===== config.mk =====
export PLATFORM = sky130hd
export DESIGN_NAME = multicycle_controller_flat
export DESIGN_NICKNAME = d
export VERILOG_FILES = /design/src/rtl/multicycle_controller_pkg.sv /design/src/rtl/multicycle_controller_if.sv /design/src/rtl/mc_aludec.sv /design/src/rtl/multicycle_controller.sv /design/src/flat_wrapper.sv
export SDC_FILE = /design/constraint.sdc
export NUM_CORES = 1
export LEC_CHECK = 0
export CAP_MARGIN = 0
export CELL_PAD_IN_SITES_DETAIL_PLACEMENT = 1
export CELL_PAD_IN_SITES_GLOBAL_PLACEMENT = 2
export CORE_MARGIN = 3
export CORE_UTILIZATION = 24
export DETAILED_ROUTE_END_ITERATION = 16
export PLACE_DENSITY = 0.8
export SETUP_SLACK_MARGIN = 0.3
export SLEW_MARGIN = 25
export SYNTH_ARGS = -nofsm -noshare
export SYNTH_HDL_FRONTEND = slang
export SYNTH_SLANG_ARGS = --single-unit

===== constraint.sdc =====
create_clock -name clk -period 2.5 [get_ports clk]
set_clock_uncertainty 0.15 [all_clocks]
set_input_delay 0.25 -clock clk [delete_from_list [all_inputs] [get_ports clk]]
set_output_delay 0.25 -clock clk [all_outputs]
set_load 0.005 [all_outputs]

===== src/rtl/multicycle_controller_pkg.sv =====
`default_nettype none
// ============================================================================
// Module      : ctrl_pkg
// Description : Shared encodings for the multi-cycle MIPS control path:
//               FSM states, opcode/funct values, and datapath select codes
//               (ALUctr, PCSrc, RegDst, MemtoReg, EXTOp). Also provides the
//               DECODE dispatch function.
// Revision    : 1.0 - initial release
// ============================================================================
package ctrl_pkg;

  typedef enum logic [3:0] {
    S_FETCH  = 4'd0,
    S_DECODE = 4'd1,
    S_MEMADR = 4'd2,
    S_MEMRD  = 4'd3,
    S_MEMWB  = 4'd4,
    S_MEMWR  = 4'd5,
    S_EXEC   = 4'd6,
    S_ALUWB  = 4'd7,
    S_BRANCH = 4'd8,
    S_JUMP   = 4'd9,
    S_TRAP   = 4'd10
  } state_t;

  // Opcodes (IR[31:26])
  localparam logic [5:0] c_op_rtype = 6'h00;
  localparam logic [5:0] c_op_j     = 6'h02;
  localparam logic [5:0] c_op_jal   = 6'h03;
  localparam logic [5:0] c_op_beq   = 6'h04;
  localparam logic [5:0] c_op_ori   = 6'h0d;
  localparam logic [5:0] c_op_lui   = 6'h0f;
  localparam logic [5:0] c_op_lh    = 6'h21;
  localparam logic [5:0] c_op_lw    = 6'h23;
  localparam logic [5:0] c_op_sb    = 6'h28;
  localparam logic [5:0] c_op_sw    = 6'h2b;

  // R-type funct codes (IR[5:0])
  localparam logic [5:0] c_fn_sll  = 6'h00;
  localparam logic [5:0] c_fn_jr   = 6'h08;
  localparam logic [5:0] c_fn_addu = 6'h21;
  localparam logic [5:0] c_fn_subu = 6'h23;
  localparam logic [5:0] c_fn_and  = 6'h24;
  localparam logic [5:0] c_fn_or   = 6'h25;
  localparam logic [5:0] c_fn_slt  = 6'h2a;

  // ALU operation select
  localparam logic [2:0] c_alu_add = 3'b000;
  localparam logic [2:0] c_alu_sub = 3'b001;
  localparam logic [2:0] c_alu_and = 3'b010;
  localparam logic [2:0] c_alu_or  = 3'b011;
  localparam logic [2:0] c_alu_slt = 3'b100;
  localparam logic [2:0] c_alu_sll = 3'b101;

  // Next-PC select
  localparam logic [1:0] c_pc_plus4  = 2'b00;
  localparam logic [1:0] c_pc_branch = 2'b01;
  localparam logic [1:0] c_pc_jump   = 2'b10;
  localparam logic [1:0] c_pc_jr     = 2'b11;

  // Destination register select
  localparam logic [1:0] c_rd_rt = 2'b00;
  localparam logic [1:0] c_rd_rd = 2'b01;
  localparam logic [1:0] c_rd_ra = 2'b10;

  // Register write-back source select
  localparam logic [1:0] c_m2r_alu = 2'b00;
  localparam logic [1:0] c_m2r_mdr = 2'b01;
  localparam logic [1:0] c_m2r_pc4 = 2'b10;

  // Immediate extension mode
  localparam logic [1:0] c_ext_zero = 2'b00;
  localparam logic [1:0] c_ext_sign = 2'b01;
  localparam logic [1:0] c_ext_lui  = 2'b10;

  // DECODE dispatch: anything not recognised goes to TRAP.
  function automatic state_t decode_next(input logic [5:0] op, input logic [5:0] fn);
    state_t r;
    r = S_TRAP;
    case (op)
      c_op_lw, c_op_lh, c_op_sw, c_op_sb: r = S_MEMADR;
      c_op_ori, c_op_lui:                 r = S_EXEC;
      c_op_beq:                           r = S_BRANCH;
      c_op_j, c_op_jal:                   r = S_JUMP;
      c_op_rtype: begin
        case (fn)
          c_fn_addu, c_fn_subu, c_fn_and,
          c_fn_or, c_fn_slt, c_fn_sll:    r = S_EXEC;
          c_fn_jr:                        r = S_JUMP;
          default:                        r = S_TRAP;
        endcase
      end
      default:                            r = S_TRAP;
    endcase
    return r;
  endfunction

endpackage
`default_nettype wire


===== src/rtl/multicycle_controller_if.sv =====
`default_nettype none
// ============================================================================
// Module      : multicycle_controller_if
// Description : Memory handshake bundle between the controller (master) and
//               the variable-latency memory (slave).
//               mem_req   - access request
//               mem_ready - access done (only meaningful while mem_req=1)
//               IorD      - address source, 0 PC / 1 ALUOut
//               MemWr     - write strobe
//               sb, lh    - byte-store / signed-half-load qualifiers
// Revision    : 1.0 - initial release
// ============================================================================
interface multicycle_controller_if;
  logic mem_req;
  logic mem_ready;
  logic IorD;
  logic MemWr;
  logic sb;
  logic lh;

  modport master (output mem_req, IorD, MemWr, sb, lh, input mem_ready);
  modport slave  (input mem_req, IorD, MemWr, sb, lh, output mem_ready);
endinterface
`default_nettype wire


===== src/rtl/mc_aludec.sv =====
`default_nettype none
// ============================================================================
// Module      : mc_aludec
// Description : Combinational ALU decoder for the multi-cycle controller.
//               Ports: opcode, funct, state in; ALUctr (3b), ALUSrc1 out.
//               Selects the R-type/I-type operation in EXEC and subtract in
//               BRANCH; every other state uses add (PC+4, address, target).
// Revision    : 1.0 - initial release
// ============================================================================
module mc_aludec
  import ctrl_pkg::*;
(
  input  wire logic [5:0] opcode,
  input  wire logic [5:0] funct,
  input  wire state_t     state,
  output logic      [2:0] ALUctr,
  output logic            ALUSrc1
);

  always_comb begin
    ALUctr  = c_alu_add;
    ALUSrc1 = 1'b0;
    case (state)
      S_EXEC: begin
        if (opcode == c_op_rtype) begin
          case (funct)
            c_fn_subu: ALUctr = c_alu_sub;
            c_fn_and:  ALUctr = c_alu_and;
            c_fn_or:   ALUctr = c_alu_or;
            c_fn_slt:  ALUctr = c_alu_slt;
            c_fn_sll: begin
              ALUctr  = c_alu_sll;
              ALUSrc1 = 1'b1;  // shift amount comes from shamt, not rs
            end
            default:   ALUctr = c_alu_add;
          endcase
        end else if (opcode == c_op_ori) begin
          ALUctr = c_alu_or;
        end
        // lui: rs is $0, so add passes the shifted immediate through
      end
      S_BRANCH: ALUctr = c_alu_sub;
      default:  ALUctr = c_alu_add;
    endcase
  end

endmodule
`default_nettype wire


===== src/rtl/multicycle_controller.sv =====
`default_nettype none
// ============================================================================
// Module      : multicycle_controller
// Description : Multi-cycle MIPS control FSM (FETCH/DECODE/EXEC/MEM/WB).
//               Ports: clk, rst_n (async, active low); opcode, funct, zero
//               from IR/ALU; mem (memory handshake, master side); write
//               enables IRWr/PCWr/RegWr; selects RegDst, MemtoReg, PCSrc,
//               ALUSrc, ALUSrc1, EXTOp, ALUctr; status instr_done, trap,
//               bus_err. Memory waits are bounded by WAIT_MAX cycles.
// Revision    : 1.0 - initial release
// ============================================================================
module multicycle_controller
  import ctrl_pkg::*;
#(
  parameter bit MEM_HS   = 1'b1,
  parameter int WAIT_MAX = 15,
  parameter int WAIT_W   = 4
) (
  input  wire logic [0:0]  clk,
  input  wire logic        rst_n,
  input  wire logic [5:0]  opcode,
  input  wire logic [5:0]  funct,
  input  wire logic        zero,
  multicycle_controller_if.master mem,
  output logic             IRWr,
  output logic             PCWr,
  output logic             RegWr,
  output logic [1:0]       RegDst,
  output logic [1:0]       MemtoReg,
  output logic [1:0]       PCSrc,
  output logic             ALUSrc,
  output logic             ALUSrc1,
  output logic [1:0]       EXTOp,
  output logic [2:0]       ALUctr,
  output logic             instr_done,
  output logic             trap,
  output logic             bus_err
);

  localparam logic [WAIT_W-1:0] c_wait_last = WAIT_W'(WAIT_MAX - 1);

  state_t            r_state, w_next;
  logic [WAIT_W-1:0] r_wait_cnt;
  logic              w_mem_state, w_ready, w_timeout;
  logic              w_mem_req, w_iord, w_memwr, w_sb, w_lh;
  logic              w_irwr, w_pcwr, w_regwr, w_alusrc, w_alusrc1;
  logic              w_done, w_trap, w_bus_err;
  logic [1:0]        w_regdst, w_memtoreg, w_pcsrc, w_extop;
  logic [2:0]        w_aluctr;

  assign w_mem_state = (r_state == S_FETCH) || (r_state == S_MEMRD) || (r_state == S_MEMWR);

  // The timeout fires on the WAIT_MAX-th consecutive cycle without ready;
  // ready on that same cycle takes priority.
  generate
    if (MEM_HS) begin : g_hs
      assign w_ready   = mem.mem_ready;
      assign w_timeout = w_mem_state && !mem.mem_ready && (r_wait_cnt == c_wait_last);
    end else begin : g_no_hs
      assign w_ready   = 1'b1;
      assign w_timeout = 1'b0;
    end
  endgenerate

  always_ff @(posedge clk or negedge rst_n) begin
    if (!rst_n) begin
      r_state <= S_FETCH;
    end else begin
      r_state <= w_next;
    end
  end

  // Clearing on any state change (and on timeout, which may re-enter FETCH)
  // gives every memory state a fresh count.
  always_ff @(posedge clk or negedge rst_n) begin
    if (!rst_n) begin
      r_wait_cnt <= '0;
    end else if (!MEM_HS || (w_next != r_state) || w_timeout) begin
      r_wait_cnt <= '0;
    end else if (w_mem_state) begin
      r_wait_cnt <= r_wait_cnt + WAIT_W'(1);
    end
  end

  always_comb begin
    w_next     = r_state;
    w_mem_req  = 1'b0;
    w_iord     = 1'b0;
    w_memwr    = 1'b0;
    w_sb       = 1'b0;
    w_lh       = 1'b0;
    w_irwr     = 1'b0;
    w_pcwr     = 1'b0;
    w_regwr    = 1'b0;
    w_alusrc   = 1'b0;
    w_regdst   = c_rd_rt;
    w_memtoreg = c_m2r_alu;
    w_pcsrc    = c_pc_plus4;
    w_extop    = c_ext_zero;
    w_done     = 1'b0;
    w_trap     = 1'b0;
    w_bus_err  = 1'b0;
    case (r_state)
      S_FETCH: begin
        w_mem_req = 1'b1;
        if (w_timeout) begin
          w_trap    = 1'b1;
          w_bus_err = 1'b1;
          w_next    = S_FETCH;
        end else if (w_ready) begin
          w_irwr  = 1'b1;
          w_pcwr  = 1'b1;
          w_pcsrc = c_pc_plus4;
          w_next  = S_DECODE;
        end
      end
      S_DECODE: begin
        // Speculative branch target PC+4+(simm<<2) into ALUOut
        w_alusrc = 1'b1;
        w_extop  = c_ext_sign;
        w_next   = decode_next(opcode, funct);
      end
      S_MEMADR: begin
        w_alusrc = 1'b1;
        w_extop  = c_ext_sign;
        w_next   = ((opcode == c_op_lw) || (opcode == c_op_lh)) ? S_MEMRD : S_MEMWR;
      end
      S_MEMRD: begin
        w_mem_req = 1'b1;
        w_iord    = 1'b1;
        w_lh      = (opcode == c_op_lh);
        if (w_timeout) begin
          w_trap    = 1'b1;
          w_bus_err = 1'b1;
          w_next    = S_FETCH;
        end else if (w_ready) begin
          w_next = S_MEMWB;
        end
      end
      S_MEMWB: begin
        w_regwr    = 1'b1;
        w_regdst   = c_rd_rt;
        w_memtoreg = c_m2r_mdr;
        w_lh       = (opcode == c_op_lh);
        w_done     = 1'b1;
        w_next     = S_FETCH;
      end
      S_MEMWR: begin
        w_mem_req = 1'b1;
        w_iord    = 1'b1;
        w_sb      = (opcode == c_op_sb);
        if (w_timeout) begin
          w_trap    = 1'b1;
          w_bus_err = 1'b1;
          w_next    = S_FETCH;
        end else begin
          w_memwr = 1'b1;
          if (w_ready) begin
            w_done = 1'b1;
            w_next = S_FETCH;
          end
        end
      end
      S_EXEC: begin
        w_alusrc = (opcode != c_op_rtype);
        w_extop  = (opcode == c_op_lui) ? c_ext_lui : c_ext_zero;
        w_next   = S_ALUWB;
      end
      S_ALUWB: begin
        w_regwr    = 1'b1;
        w_regdst   = (opcode == c_op_rtype) ? c_rd_rd : c_rd_rt;
        w_memtoreg = c_m2r_alu;
        w_done     = 1'b1;
        w_next     = S_FETCH;
      end
      S_BRANCH: begin
        w_pcsrc = c_pc_branch;
        w_pcwr  = zero;
        w_done  = 1'b1;
        w_next  = S_FETCH;
      end
      S_JUMP: begin
        w_pcwr  = 1'b1;
        w_pcsrc = (opcode == c_op_rtype) ? c_pc_jr : c_pc_jump;
        if (opcode == c_op_jal) begin
          w_regwr    = 1'b1;
          w_regdst   = c_rd_ra;
          w_memtoreg = c_m2r_pc4;
        end
        w_done = 1'b1;
        w_next = S_FETCH;
      end
      S_TRAP: begin
        w_trap = 1'b1;
        w_next = S_FETCH;
      end
      default: w_next = S_FETCH;
    endcase
  end

  mc_aludec u_aludec (
    .opcode  (opcode),
    .funct   (funct),
    .state   (r_state),
    .ALUctr  (w_aluctr),
    .ALUSrc1 (w_alusrc1)
  );

  // State decode alone would show FETCH controls during reset; masking with
  // rst_n forces every output low for as long as reset is held.
  assign mem.mem_req = rst_n & w_mem_req;
  assign mem.IorD    = rst_n & w_iord;
  assign mem.MemWr   = rst_n & w_memwr;
  assign mem.sb      = rst_n & w_sb;
  assign mem.lh      = rst_n & w_lh;
  assign IRWr        = rst_n & w_irwr;
  assign PCWr        = rst_n & w_pcwr;
  assign RegWr       = rst_n & w_regwr;
  assign ALUSrc      = rst_n & w_alusrc;
  assign ALUSrc1     = rst_n & w_alusrc1;
  assign RegDst      = {2{rst_n}} & w_regdst;
  assign MemtoReg    = {2{rst_n}} & w_memtoreg;
  assign PCSrc       = {2{rst_n}} & w_pcsrc;
  assign EXTOp       = {2{rst_n}} & w_extop;
  assign ALUctr      = {3{rst_n}} & w_aluctr;
  assign instr_done  = rst_n & w_done;
  assign trap        = rst_n & w_trap;
  assign bus_err     = rst_n & w_bus_err;

endmodule
`default_nettype wire

===== src/flat_wrapper.sv =====
// flat-port wrapper written by rule: the top's interface ports become plain ports
module multicycle_controller_flat import ctrl_pkg::*;
#(
  parameter bit MEM_HS   = 1'b1,
  parameter int WAIT_MAX = 15,
  parameter int WAIT_W   = 4
)
  (clk, rst_n, opcode, funct, zero, IRWr, PCWr, RegWr, RegDst, MemtoReg, PCSrc, ALUSrc, ALUSrc1, EXTOp, ALUctr, instr_done, trap, bus_err, mem_mem_req, mem_IorD, mem_MemWr, mem_sb, mem_lh, mem_mem_ready);
  multicycle_controller_if mem_i ();
  input  wire logic [0:0] clk;
  input  wire logic rst_n;
  input  wire logic [5:0] opcode;
  input  wire logic [5:0] funct;
  input  wire logic zero;
  output logic IRWr;
  output logic PCWr;
  output logic RegWr;
  output logic [1:0] RegDst;
  output logic [1:0] MemtoReg;
  output logic [1:0] PCSrc;
  output logic ALUSrc;
  output logic ALUSrc1;
  output logic [1:0] EXTOp;
  output logic [2:0] ALUctr;
  output logic instr_done;
  output logic trap;
  output logic bus_err;
  output wire logic [$bits(mem_i.mem_req)-1:0] mem_mem_req;
  output wire logic [$bits(mem_i.IorD)-1:0] mem_IorD;
  output wire logic [$bits(mem_i.MemWr)-1:0] mem_MemWr;
  output wire logic [$bits(mem_i.sb)-1:0] mem_sb;
  output wire logic [$bits(mem_i.lh)-1:0] mem_lh;
  input wire logic [$bits(mem_i.mem_ready)-1:0] mem_mem_ready;
  assign mem_mem_req = mem_i.mem_req;
  assign mem_IorD = mem_i.IorD;
  assign mem_MemWr = mem_i.MemWr;
  assign mem_sb = mem_i.sb;
  assign mem_lh = mem_i.lh;
  assign mem_i.mem_ready = mem_mem_ready;
  multicycle_controller #(.MEM_HS(MEM_HS), .WAIT_MAX(WAIT_MAX), .WAIT_W(WAIT_W)) u_core (.clk(clk), .rst_n(rst_n), .opcode(opcode), .funct(funct), .zero(zero), .mem(mem_i), .IRWr(IRWr), .PCWr(PCWr), .RegWr(RegWr), .RegDst(RegDst), .MemtoReg(MemtoReg), .PCSrc(PCSrc), .ALUSrc(ALUSrc), .ALUSrc1(ALUSrc1), .EXTOp(EXTOp), .ALUctr(ALUctr), .instr_done(instr_done), .trap(trap), .bus_err(bus_err));
endmodule

; Word level (Yosys, flattened, before mapping)
; Index checks and enable logic that the tools add are counted.
[totals]
reg_bits = 8
in_bits = 16
out_inout_bits = 24
wordCells = 114
[op_classes]
add_sub_neg = 1
n_eq_ne = 27
n_mux = 44
bitwise = 18
reduce_logical = 22
[ops]
columns = cell, n
row1 = "equality test 6 bit, second input constant", 9
row2 = 2-to-1 mux 4 bit, 8
row3 = case mux 4 bit (6 select lines), 1
row4 = case mux 4 bit (5 select lines), 1
row5 = "equality test 6 x 4 -> 1 bit, second input constant", 3
row6 = 2-to-1 mux 1 bit, 17
row7 = "equality test 4 x 3 -> 1 bit, second input constant", 4
row8 = "equality test 4 bit, second input constant", 4
row9 = case mux 2 bit (2 select lines), 4
row10 = case mux 3 bit (5 select lines), 1
row11 = AND 1 bit, 13
row12 = "equality test 6 x 2 -> 1 bit, second input constant", 2
row13 = zero test 6 bit, 2
row14 = OR reduction 2 bit, 6
row15 = AND 2 bit, 4
row16 = "equality test 4 x 2 -> 1 bit, second input constant", 2
row17 = case mux 1 bit (2 select lines), 4
row18 = case mux 4 bit (2 select lines), 1
row19 = OR reduction 4 bit, 2
row20 = "equality test 6 x 3 -> 1 bit, second input constant", 1
row21 = 2-to-1 mux 2 bit, 3
row22 = 2-to-1 mux 3 bit, 2
row23 = case mux 3 bit (2 select lines), 1
row24 = nonzero test 6 bit, 1
row25 = 12 further kinds, 16

; Depth between registers and ports, before layout
; Gate-level depths: netlist of the first run.
[logic_depth]
depth_word = 10
ltp_mapped = 8
mapped_depth_nobuf = 8

; Cells and area by module
; From an unflattened synthesis of the first run, not the netlist that was laid out.
[unflattened]
cells_unflattened = 151
area_unflattened_um2 = 1096.1
[modules_own_cells]
columns = mod, instances, cells_each, area_each_um2, seq_area_each_um2
row1 = multicycle_controller, 1, 130, 937.1, 200.2
row2 = mc_aludec, 1, 21, 158.9, 0.0

; Worst setup path before layout of the first run
; OpenSTA, ideal clock, no wires.
[synth_timing]
path_kind = register to register
from = register u_core.r_state[1]
to = register u_core.r_wait_cnt[0]
setup_time_ps = 94
arrival_time_ps = 1924
required_time_ps = 2256
slack_ps = 332
path_stages_with_launch = 8
n_path_buf = 1
period_less_slack_ps = 2168
cell_sequence = dfrtp_1 > buf_6 > or4b_4 > nand2b_1 > o211a_1 > o21a_1 > nand3b_4 > a211oi_1
[synth_between]
elab_chain_cells = 10
word_cells_on_any_way = 21
cone_classes = eq/ne: 6 / mux: 8 / reduce/logical: 7
[synth_rtl]
columns = element, line
row1 = from (decl), multicycle_controller.sv:42  ; state_t r_state, w_next;
row2 = from (signal assigned), multicycle_controller.sv:69  ; r_state <= w_next;
row3 = equality test 4 x 2 -> 1 bit / zero test 4 bit (equally long branches), "multicycle_controller.sv:51, multicycle_controller.sv:103"
row4 = logical OR 1 bit (2 in a row), multicycle_controller.sv:51  ; assign w_mem_state = (r_state == S_FETCH) || (r_state == S_MEMRD) || (r_state == S_MEMWR);
row5 = logical AND 1 bit (2 in a row), multicycle_controller.sv:58  ; assign w_timeout = w_mem_state && !mem.mem_ready && (r_wait_cnt == c_wait_last);
row6 = 2-to-1 mux 4 bit (on tied branches), "multicycle_controller.sv:152, multicycle_controller.sv:106, multicycle_controller.sv:132"
row7 = case mux 4 bit (6 select lines), multicycle_controller.sv:103  ; case (r_state)
row8 = inequality test 4 bit, multicycle_controller.sv:78  ; end else if (!MEM_HS || (w_next != r_state) || w_timeout) begin
row9 = logical OR 1 bit, multicycle_controller.sv:78
row10 = 2-to-1 mux 4 bit / nonzero test 2 bit (equally long branches), n/a
row11 = to (signal assigned), multicycle_controller.sv:81  ; r_wait_cnt <= r_wait_cnt + WAIT_W'(1);
row12 = to (decl), multicycle_controller.sv:43  ; logic [WAIT_W-1:0] r_wait_cnt;
; Parallel ways exist; a longest one is shown, timed or not.
; A chain may end at the register's enable or synchronous reset.

; Final worst setup path of the first run
[layout_timing]
from = register u_core.r_state[0]
to = register u_core.r_wait_cnt[3]
; The elaborated chain is that of the path after synthesis.

==> impl_metrics.tcl, run 1 <==
set metrics [dict create \
    syn-cell-area_sq_um 1217 \
    place_inst 323 \
    slew_violations 0 \
    p_clk_share_pct 6.8 \
    slew-limit-headroom_pct 71.67 \
    total_leakage_power_uw 0.001252 \
    p_int_uw 1309 \
    fillers 592 \
    reg2reg_to "u_core.r_wait_cnt[3]" \
    drc 0 \
    setup-tns-final_ps 0 \
    layoutNonFillerInstCount 362 \
    r2r_slack_ps 220 \
    rsz0062_at_grt "true" \
    r2r-start "u_core.r_state[0]" \
    cp_data_required_time_ps 2470 \
    criticalPathCategory "reg -> reg" \
    start_util_pct 25.27 \
    p_per_area_nw_per_um2 920.4 \
    crit_arrival_ps 2250 \
    coreArea_sq_um 4817 \
    syn_avg_cell_area_sq_um 7.037 \
    gp_congestion 0.7756 \
    ys_seq_elements 8 \
    min_to "u_core.r_state[1]" \
    grt_max_degree 12 \
    clock-root-buffer "clkbuf_8" \
    status "finished clean" \
    clkTransAtPathRegs_ps 40 \
    die_w_um 77.22 \
    nets 315 \
    hp-start "opcode[5]" \
    antenna_found_initial 0 \
    routed_via_density 5.489 \
    io_buffers 39 \
    die_area_sq_um 5963 \
    fin_crit_ps 2283 \
    async_reset_ff_share_pct 100.0 \
    clock-sinks 8 \
    synth_most_common_cell "nor2_1" \
    cp-start-kind "flip-flop" \
    drtPass1Iterations 4 \
    seqPwrFrac_pct 10.4 \
    grt_overflow 0 \
    wirelength_mm 7.097 \
    grt_pass1_wl_mm 9.487 \
    wl_per_cell_um 19.60 \
    cts_buffers 3 \
    grt_usage_pct 19.40 \
    ys_top_cells_by_area "dfrtp_1 (16%), nor2_1 (5.9%), a211oi_1 (5.5%)" \
    seqCellArea_sq_um 205.2 \
    synth_edf_count 0 \
    min_path_type "in -> reg" \
    power.total_uw 2416 \
    synth.top_cell.area_share_pct 16.44 \
    cap_violations 0 \
    cts_tree "yes" \
    r2r_cells 8 \
    setup_violations 0 \
    clock_latency_ps 240 \
    synth_top_area_cell "dfrtp_1" \
    layout-drive-gt1-share_pct 53.90 \
    cts-htree-levels 1 \
    ant_nets 0 \
    synth_nets 191 \
    dr_total_vias 1987 \
    antennaDiodeCount 0 \
    final_hold_viol_count 0 \
    critPathMaxFanout 6 \
    setup_ws_ps 217.0 \
    combPwrFrac_pct 82.8 \
    yosysUniqueCellTypes 50 \
    vdd_ir_drop_max_uv 520.9 \
    rows 25 \
    clk_path_buf_depth 2 \
    post-place-ws_ps -255.5 \
    critPathCaptureType "flip-flop" \
    yosysWarnings 0 \
    swShare_pct 45.84 \
    hold_slack_ps 343.6 \
    area_growth_pct 115.6 \
    first_iter_violations 118 \
    synth_flop_cell "dfrtp_1" \
    die_y_um 77.22 \
    grt_pass1_vias 1947 \
    ys_seq_area_share_pct 16.44 \
    hold_depth 4 \
    max_slew.worst_pin.slew_ps 422.4 \
    p_switching_uw 1108 \
    ios 40 \
    synthCells 173 \
    synth_commonest_cells "nor2_1 (19), nand2_1 (14), a21oi_1 (13), nor3_1 (11), a211oi_1 (9)" \
    multi_input_area_sq_um 1184 \
    fmax_mhz 438.0 \
    min_period_over_period_pct 91.32 \
    hpwl_mm 3.991 \
]
==> critical path, stage by stage, from the launching register on <==
cell	delay, ps
dfrtp_2	460
buf_6	150
or4b_4	490
a21oi_1	260
buf_4	170
a211oi_2	70
o21bai_1	170
buf_4	170
a211oi_2	60
==> repair_timing <==
item | CTS | global route
setup endpoints to repair | 29 | 18
setup buffers | 22 | 12
gates resized for setup | 81 | 47
hold buffers | 0 | 2
hold endpoints to repair | 0 | 4
pin swaps | 17 | 13
==> area by class of cell <==
type                    count  area share [%]
inverters                   8           1.382
clock buffers               3           1.573
well taps                  67           3.194
multi-input cells         145           45.09
repair buffers            131           40.94
flip-flops and latches      8           7.817
==> state kept, by name, indices dropped and copies added, names as in the netlist <==
register	cells
u_core.r_state	4
u_core.r_wait_cnt	4
==> worst max-delay path by stage <==
stage / startpoint / end / slack, ps
floorplan: u_core.r_state[1] / u_core.r_wait_cnt[0] / 330
global placement: opcode[3] / ALUctr[2] / -200
detailed placement: opcode[2] / mem_sb / -260
CTS: u_core.r_state[1] / bus_err / 70
global route: u_core.r_state[0] / u_core.r_wait_cnt[1] / 150
finish: u_core.r_state[0] / u_core.r_wait_cnt[3] / 220
==> metrics by stage <==
step	cell area, sq um	util [%]
CTS	2372	49.25
finish	2625	54.49
floorplan	1217	-
detailed placement	2058	42.73
global placement	2058	42.73
global route	2625	54.49
==> routing by layer <==
metal,wire [um],track usage [%],vias up,part of all wire [%]
met5,0,0,-,0
met4,156,4.626,0,2.2
met3,279,1.995,17,3.9
met2,3575,34.80,70,50
met1,3085,24.68,995,43
li1,-,-,905,-
==> cells by family (layout without fill, tap and decap cells) <==
family / after synthesis / in the layout / share of synthesized area (%)
compound gates: 49 / 49 / 27.85
xor+xnor: 5 / 5 / 3.598
fa+ha+maj: 2 / 2 / 2.055
buf+inv: 20 / 142 / 6.886
flops: 8 / 8 / 16.44
mux: 1 / 1 / 0.8222
simple gates: 88 / 88 / 42.34
==> power groups by stage <==
stage	Combinational, uW	Sequential, uW	Clock (uW)
after floorplan	713	198	0
after global placement	1250	249	0
after detailed placement	1270	253	0
after CTS	1640	233	165
after global routing	2130	256	172
final	2000	252	164
==> layout by cell type, fill, tap and decap left out, drive strengths merged, types with 3 or more instances in the layout <==
cell type and instances:
clkdlybuf4s50 6, dfrtp 8, a211oi 9, buf 95
nand2 14, a21oi 13, inv 7, o32ai 3
or4 3, nand4 4, nand3 4, dlygate4sd2 14
and2 3, nor3 11, xnor2 3, nor2 19
o21ai 7, a31oi 4, nor4 5, dlymetal6s2s 9
nand4b 3, nand3b 4, clkbuf 6
No activity file was read; power rests on OpenSTA's default activity.
==> run 2, diff against run 1 <==
--- a/config.mk
+++ b/config.mk
@@ -12,7 +12,6 @@
 export CORE_UTILIZATION = 24
 export DETAILED_ROUTE_END_ITERATION = 16
 export PLACE_DENSITY = 0.8
-export SETUP_SLACK_MARGIN = 0.3
 export SLEW_MARGIN = 25
 export SYNTH_ARGS = -nofsm -noshare
 export SYNTH_HDL_FRONTEND = slang
==> impl_metrics.tcl, run 2 (synthesized netlist as in run 1, its figures left out) <==
set metrics [dict create \
    seqPwrFrac_pct 14.0 \
    start_util_pct 25.27 \
    ant_nets 0 \
    swShare_pct 45.30 \
    drc 0 \
    crit_arrival_ps 2040 \
    grt_max_degree 15 \
    setup_violations 0 \
    io_buffers 39 \
    p_clk_share_pct 9.2 \
    rsz0062_at_grt "true" \
    dr_total_vias 1686 \
    hpwl_mm 3.991 \
    rows 25 \
    p_switching_uw 812.7 \
    final_common_cell "buf_4" \
    seqCellArea_sq_um 203.9 \
    clock-sinks 8 \
    clkTransAtPathRegs_ps 50 \
    antenna_found_initial 0 \
    routed_via_density 5.094 \
    coreArea_sq_um 4817 \
    min_period_over_period_pct 97.57 \
    slew_violations 0 \
    clock-root-buffer "clkbuf_8" \
    layoutNonFillerInstCount 331 \
    status "finished clean" \
    r2r-start "u_core.r_state[2]" \
    critical-path-max-stage-delay_ps 490 \
    slowest_stage "clkdlybuf4s50_1" \
    wl_per_cell_um 14.92 \
    ios 40 \
    top_regs "u_core.r_state x4, u_core.r_wait_cnt x4" \
    cp-startpoint "u_core.r_state[1]" \
    die_w_um 77.22 \
    grt_pass1_vias 1735 \
    cts_hold_buf 0 \
    setup-tns-final_ps 0 \
    post-route-util_pct 46.00 \
    cts_tree "yes" \
    fin_crit_ps 2439 \
    setup_ws_ps 60.81 \
    grt_overflow 0 \
    first_iter_violations 66 \
    grt_pass1_wl_mm 8.211 \
    clk_path_buf_depth 2 \
    criticalPathCategory "reg -> out" \
    layout-drive-gt1-share_pct 35.61 \
    wirelength_mm 4.940 \
    clock_latency_ps 230 \
    fmax_mhz 410.0 \
    cp-start-kind "flip-flop" \
    slew-limit-headroom_pct 64.76 \
    min_path_type "in -> async" \
    critPathCaptureType "primary output" \
    antennaDiodeCount 0 \
    die_y_um 77.22 \
    post-place-ws_ps -255.5 \
    p_int_uw 981.4 \
    cp_data_required_time_ps 2100 \
    area_growth_pct 82.01 \
    drtPass1Iterations 4 \
    fillers 612 \
    final_hold_viol_count 0 \
    combPwrFrac_pct 76.8 \
    place_inst 323 \
    p_per_area_nw_per_um2 809.7 \
    gp_congestion 0.7756 \
    vdd_ir_drop_max_uv 479.3 \
    max_slew.worst_pin.slew_ps 515.3 \
    cts_buffers 3 \
    multi_input_area_sq_um 1007 \
    cap_violations 0 \
    nets 284 \
    final_cell_mix "buf_4 (60), clkdlybuf4s50_1 (27), nor2_1 (16)" \
    critPathMaxFanout 7 \
    grt_usage_pct 16.62 \
    crit_chain "buf_4, o21ba_2, a21oi_1, nand2_1, o32ai_1, and2_1, clkdlybuf4s50_1" \
    die_area_sq_um 5963 \
    power.total_uw 1794 \
    total_leakage_power_uw 0.0009463 \
    cts-htree-levels 1 \
]
## run 2: critical path, delay by kind of cell, from the launching register on
kind	cells	cell delay (ps)
compound gates	3	480
buf+inv	2	670
simple gates	2	260
flops	1	400
## run 2: final timing paths
path | to | slack (ps) | cells past startpoint
min reg2reg | u_core.r_wait_cnt[0] | 480 | 2
min in group clk | u_core.r_state[1] | 400 | 4
max in group asynchronous | u_core.r_state[0] | 1850 | 2
min | u_core.r_wait_cnt[1] | 200 | 2
max | trap | 60 | 7
max reg2reg | u_core.r_wait_cnt[3] | 120 | 7
## run 2: what timing repair did
action	CTS	global route
setup buffers	5	0
gates cloned	0	0
gates resized for setup	21	18
pin swaps	4	7
setup endpoints to repair	14	14
## run 2: power groups by stage
stage                     Sequential [uW]  Clock, uW  Combinational [uW]
after CTS                             242        165                1350
after detailed placement              253          0                1270
after global routing                  260        175                1510
final                                 252        165                1380
after floorplan                       198          0                 713
after global placement                249          0                1250
## run 2: final cells by class
type                    count  area share [%]
repair buffers            100           38.17
well taps                  67           3.783
multi-input cells         145           45.45
inverters                   8           1.525
clock buffers               3           1.863
flip-flops and latches      8           9.204
## run 2: metrics by stage
stage	instance area, sq um	hold WS, ps
final	2216	196.2
after global routing	2216	211.8
after CTS	2172	218.1
after detailed placement	2058	465.4
after global placement	2058	445.6
after floorplan	1217	-195.6
## run 2: layer usage
| metal | vias to the layer above | wire length, um | global-route usage [%] |
|---|---|---|---|
| li1 | 845 | - | - |
| met1 | 803 | 2411 | 22.64 |
| met2 | 29 | 2327 | 27.81 |
| met3 | 9 | 132 | 1.526 |
| met4 | 0 | 69 | 4.626 |
| met5 | - | 0 | 0 |
==> run 3, diff against run 2 <==
--- a/config.mk
+++ b/config.mk
@@ -12,6 +12,7 @@
 export CORE_UTILIZATION = 24
 export DETAILED_ROUTE_END_ITERATION = 16
 export PLACE_DENSITY = 0.8
+export REMOVE_ABC_BUFFERS = 1
 export SLEW_MARGIN = 25
 export SYNTH_ARGS = -nofsm -noshare
 export SYNTH_HDL_FRONTEND = slang
==> impl_metrics.tcl, run 3 (synthesized netlist as in run 1, its figures left out) <==
set metrics [dict create \
    drc 0 \
    start_util_pct 25.27 \
    layout-drive-gt1-share_pct 37.45 \
    rows 25 \
    gp_congestion 0.8259 \
    die_w_um 77.22 \
    antennaDiodeCount 0 \
    final_hold_viol_count 0 \
    criticalPathCategory "reg -> out" \
    fillers 608 \
    clk_path_buf_depth 2 \
    grt_pass1_wl_mm 8.100 \
    p_int_uw 1064 \
    final_common_cell "buf_4" \
    r2r_cells 7 \
    routed_via_density 5.144 \
    ant_nets 0 \
    final_cell_mix "buf_4 (62), clkdlybuf4s50_1 (28), nor2_1 (15)" \
    status "finished clean" \
    cts-htree-levels 1 \
    clock-sinks 8 \
    seqCellArea_sq_um 202.7 \
    grt_pass1_vias 1663 \
    ios 40 \
    reg2reg_to "u_core.r_wait_cnt[1]" \
    cts_buffers 3 \
    cts_hold_buf 0 \
    slew-limit-headroom_pct 75.87 \
    p_per_area_nw_per_um2 846.9 \
    hpwl_mm 3.933 \
    multi_input_area_sq_um 1070 \
    min_path_type "in -> async" \
    cap_violations 0 \
    grt_overflow 0 \
    drtPass1Iterations 4 \
    die_y_um 77.22 \
    critPathMaxFanout 7 \
    clock_latency_ps 230 \
    p_clk_share_pct 8.2 \
    max_slew.worst_pin.slew_ps 360.8 \
    area_growth_pct 88.90 \
    swShare_pct 45.39 \
    wirelength_mm 5.217 \
    seqPwrFrac_pct 12.6 \
    top_regs "u_core.r_state x4, u_core.r_wait_cnt x4" \
    fmax_mhz 409.3 \
    grt_max_degree 15 \
    clkTransAtPathRegs_ps 50 \
    io_buffers 39 \
    die_area_sq_um 5963 \
    dr_total_vias 1718 \
    combPwrFrac_pct 79.2 \
    hold_slack_ps 313.7 \
    first_iter_violations 94 \
    slew_violations 0 \
    cts_tree "yes" \
    wl_per_cell_um 15.62 \
    setup_violations 0 \
    total_leakage_power_uw 0.0009619 \
    p_switching_uw 884.0 \
    grt_usage_pct 16.36 \
    nets 287 \
    cp-startpoint "u_core.r_state[1]" \
    r2r_slack_ps 60 \
    setup_ws_ps 56.83 \
    critPathCaptureType "primary output" \
    min_period_over_period_pct 97.73 \
    clock-root-buffer "clkbuf_8" \
    cp_data_required_time_ps 2100 \
    coreArea_sq_um 4817 \
    post-place-ws_ps -334.6 \
    vdd_ir_drop_max_uv 588.1 \
    fin_crit_ps 2443 \
    post-route-util_pct 47.74 \
    antenna_found_initial 0 \
    r2r-start "u_core.r_state[1]" \
    crit_arrival_ps 2040 \
    cp-start-kind "flip-flop" \
    rsz0062_at_grt "true" \
]
==> run 3: changes by cell type in the layout (fill, tap and decap cells not counted), moves of 2 or more <==
cell           change
nor3_2             +2
buf_4              +2
a211oi_2           +3
dlygate4sd2_1      +2
or4_1              +2
or4_4              -2
nor3_1             -2
a211oi_1           -3
==> run 3: worst max-delay path by stage <==
stage	slack, ps	endpoint	cells after the start
global placement	-290	ALUctr[2]	6
CTS	20	RegWr	7
floorplan	230	u_core.r_wait_cnt[0]	6
global route	-60	mem_MemWr	6
finish	60	bus_err	6
detailed placement	-330	ALUctr[2]	6
==> run 3: cell type report <==
type / instances / area share (%)
multi-input cells: 145 / 46.52
repair buffers: 103 / 37.92
flip-flops and latches: 8 / 8.814
well taps: 67 / 3.645
clock buffers: 3 / 1.795
inverters: 8 / 1.306
==> run 3: repair_timing <==
action / CTS / global route
pin swaps: 4 / 10
setup buffers: 3 / 9
hold endpoints to repair: 0 / 0
resized for setup: 22 / 21
setup endpoints to repair: 15 / 16
==> run 3: critical path, cell delays in order, from the launching register on <==
cell and delay, ps:
dfrtp_1 430, buf_6 160, o21ba_2 240, a211oi_2 160, and2_1 180, nor2b_1 130
clkdlybuf4s50_1 510
==> run 3: through the flow <==
step	std cells	TNS, ps	total power, uW	area, sq um
after CTS	325	0	1755	2145
final	334	0	1948	2300
after global placement	319	-1798	1494	2028
after global routing	334	-125.2	2100	2300
after floorplan	161	0	861.4	1164
after detailed placement	319	-2478	1519	2028
==> run 3: metal layers <==
layer  routed length [um]  up-vias  GRT usage (%)
met5                    0        -              0
met4                   24        0         0.8897
met3                  140        4          2.113
met2                 2456       30          26.94
met1                 2597      841          23.74
li1                     -      843              -
==> run 3: power by group through the flow <==
| stage | Sequential, uW | Clock, uW | Combinational (uW) |
|---|---|---|---|
| after floorplan | 283 | 0 | 579 |
| after global placement | 248 | 0 | 1250 |
| after detailed placement | 251 | 0 | 1270 |
| after CTS | 242 | 155 | 1360 |
| after global routing | 252 | 168 | 1680 |
| final | 246 | 160 | 1540 |
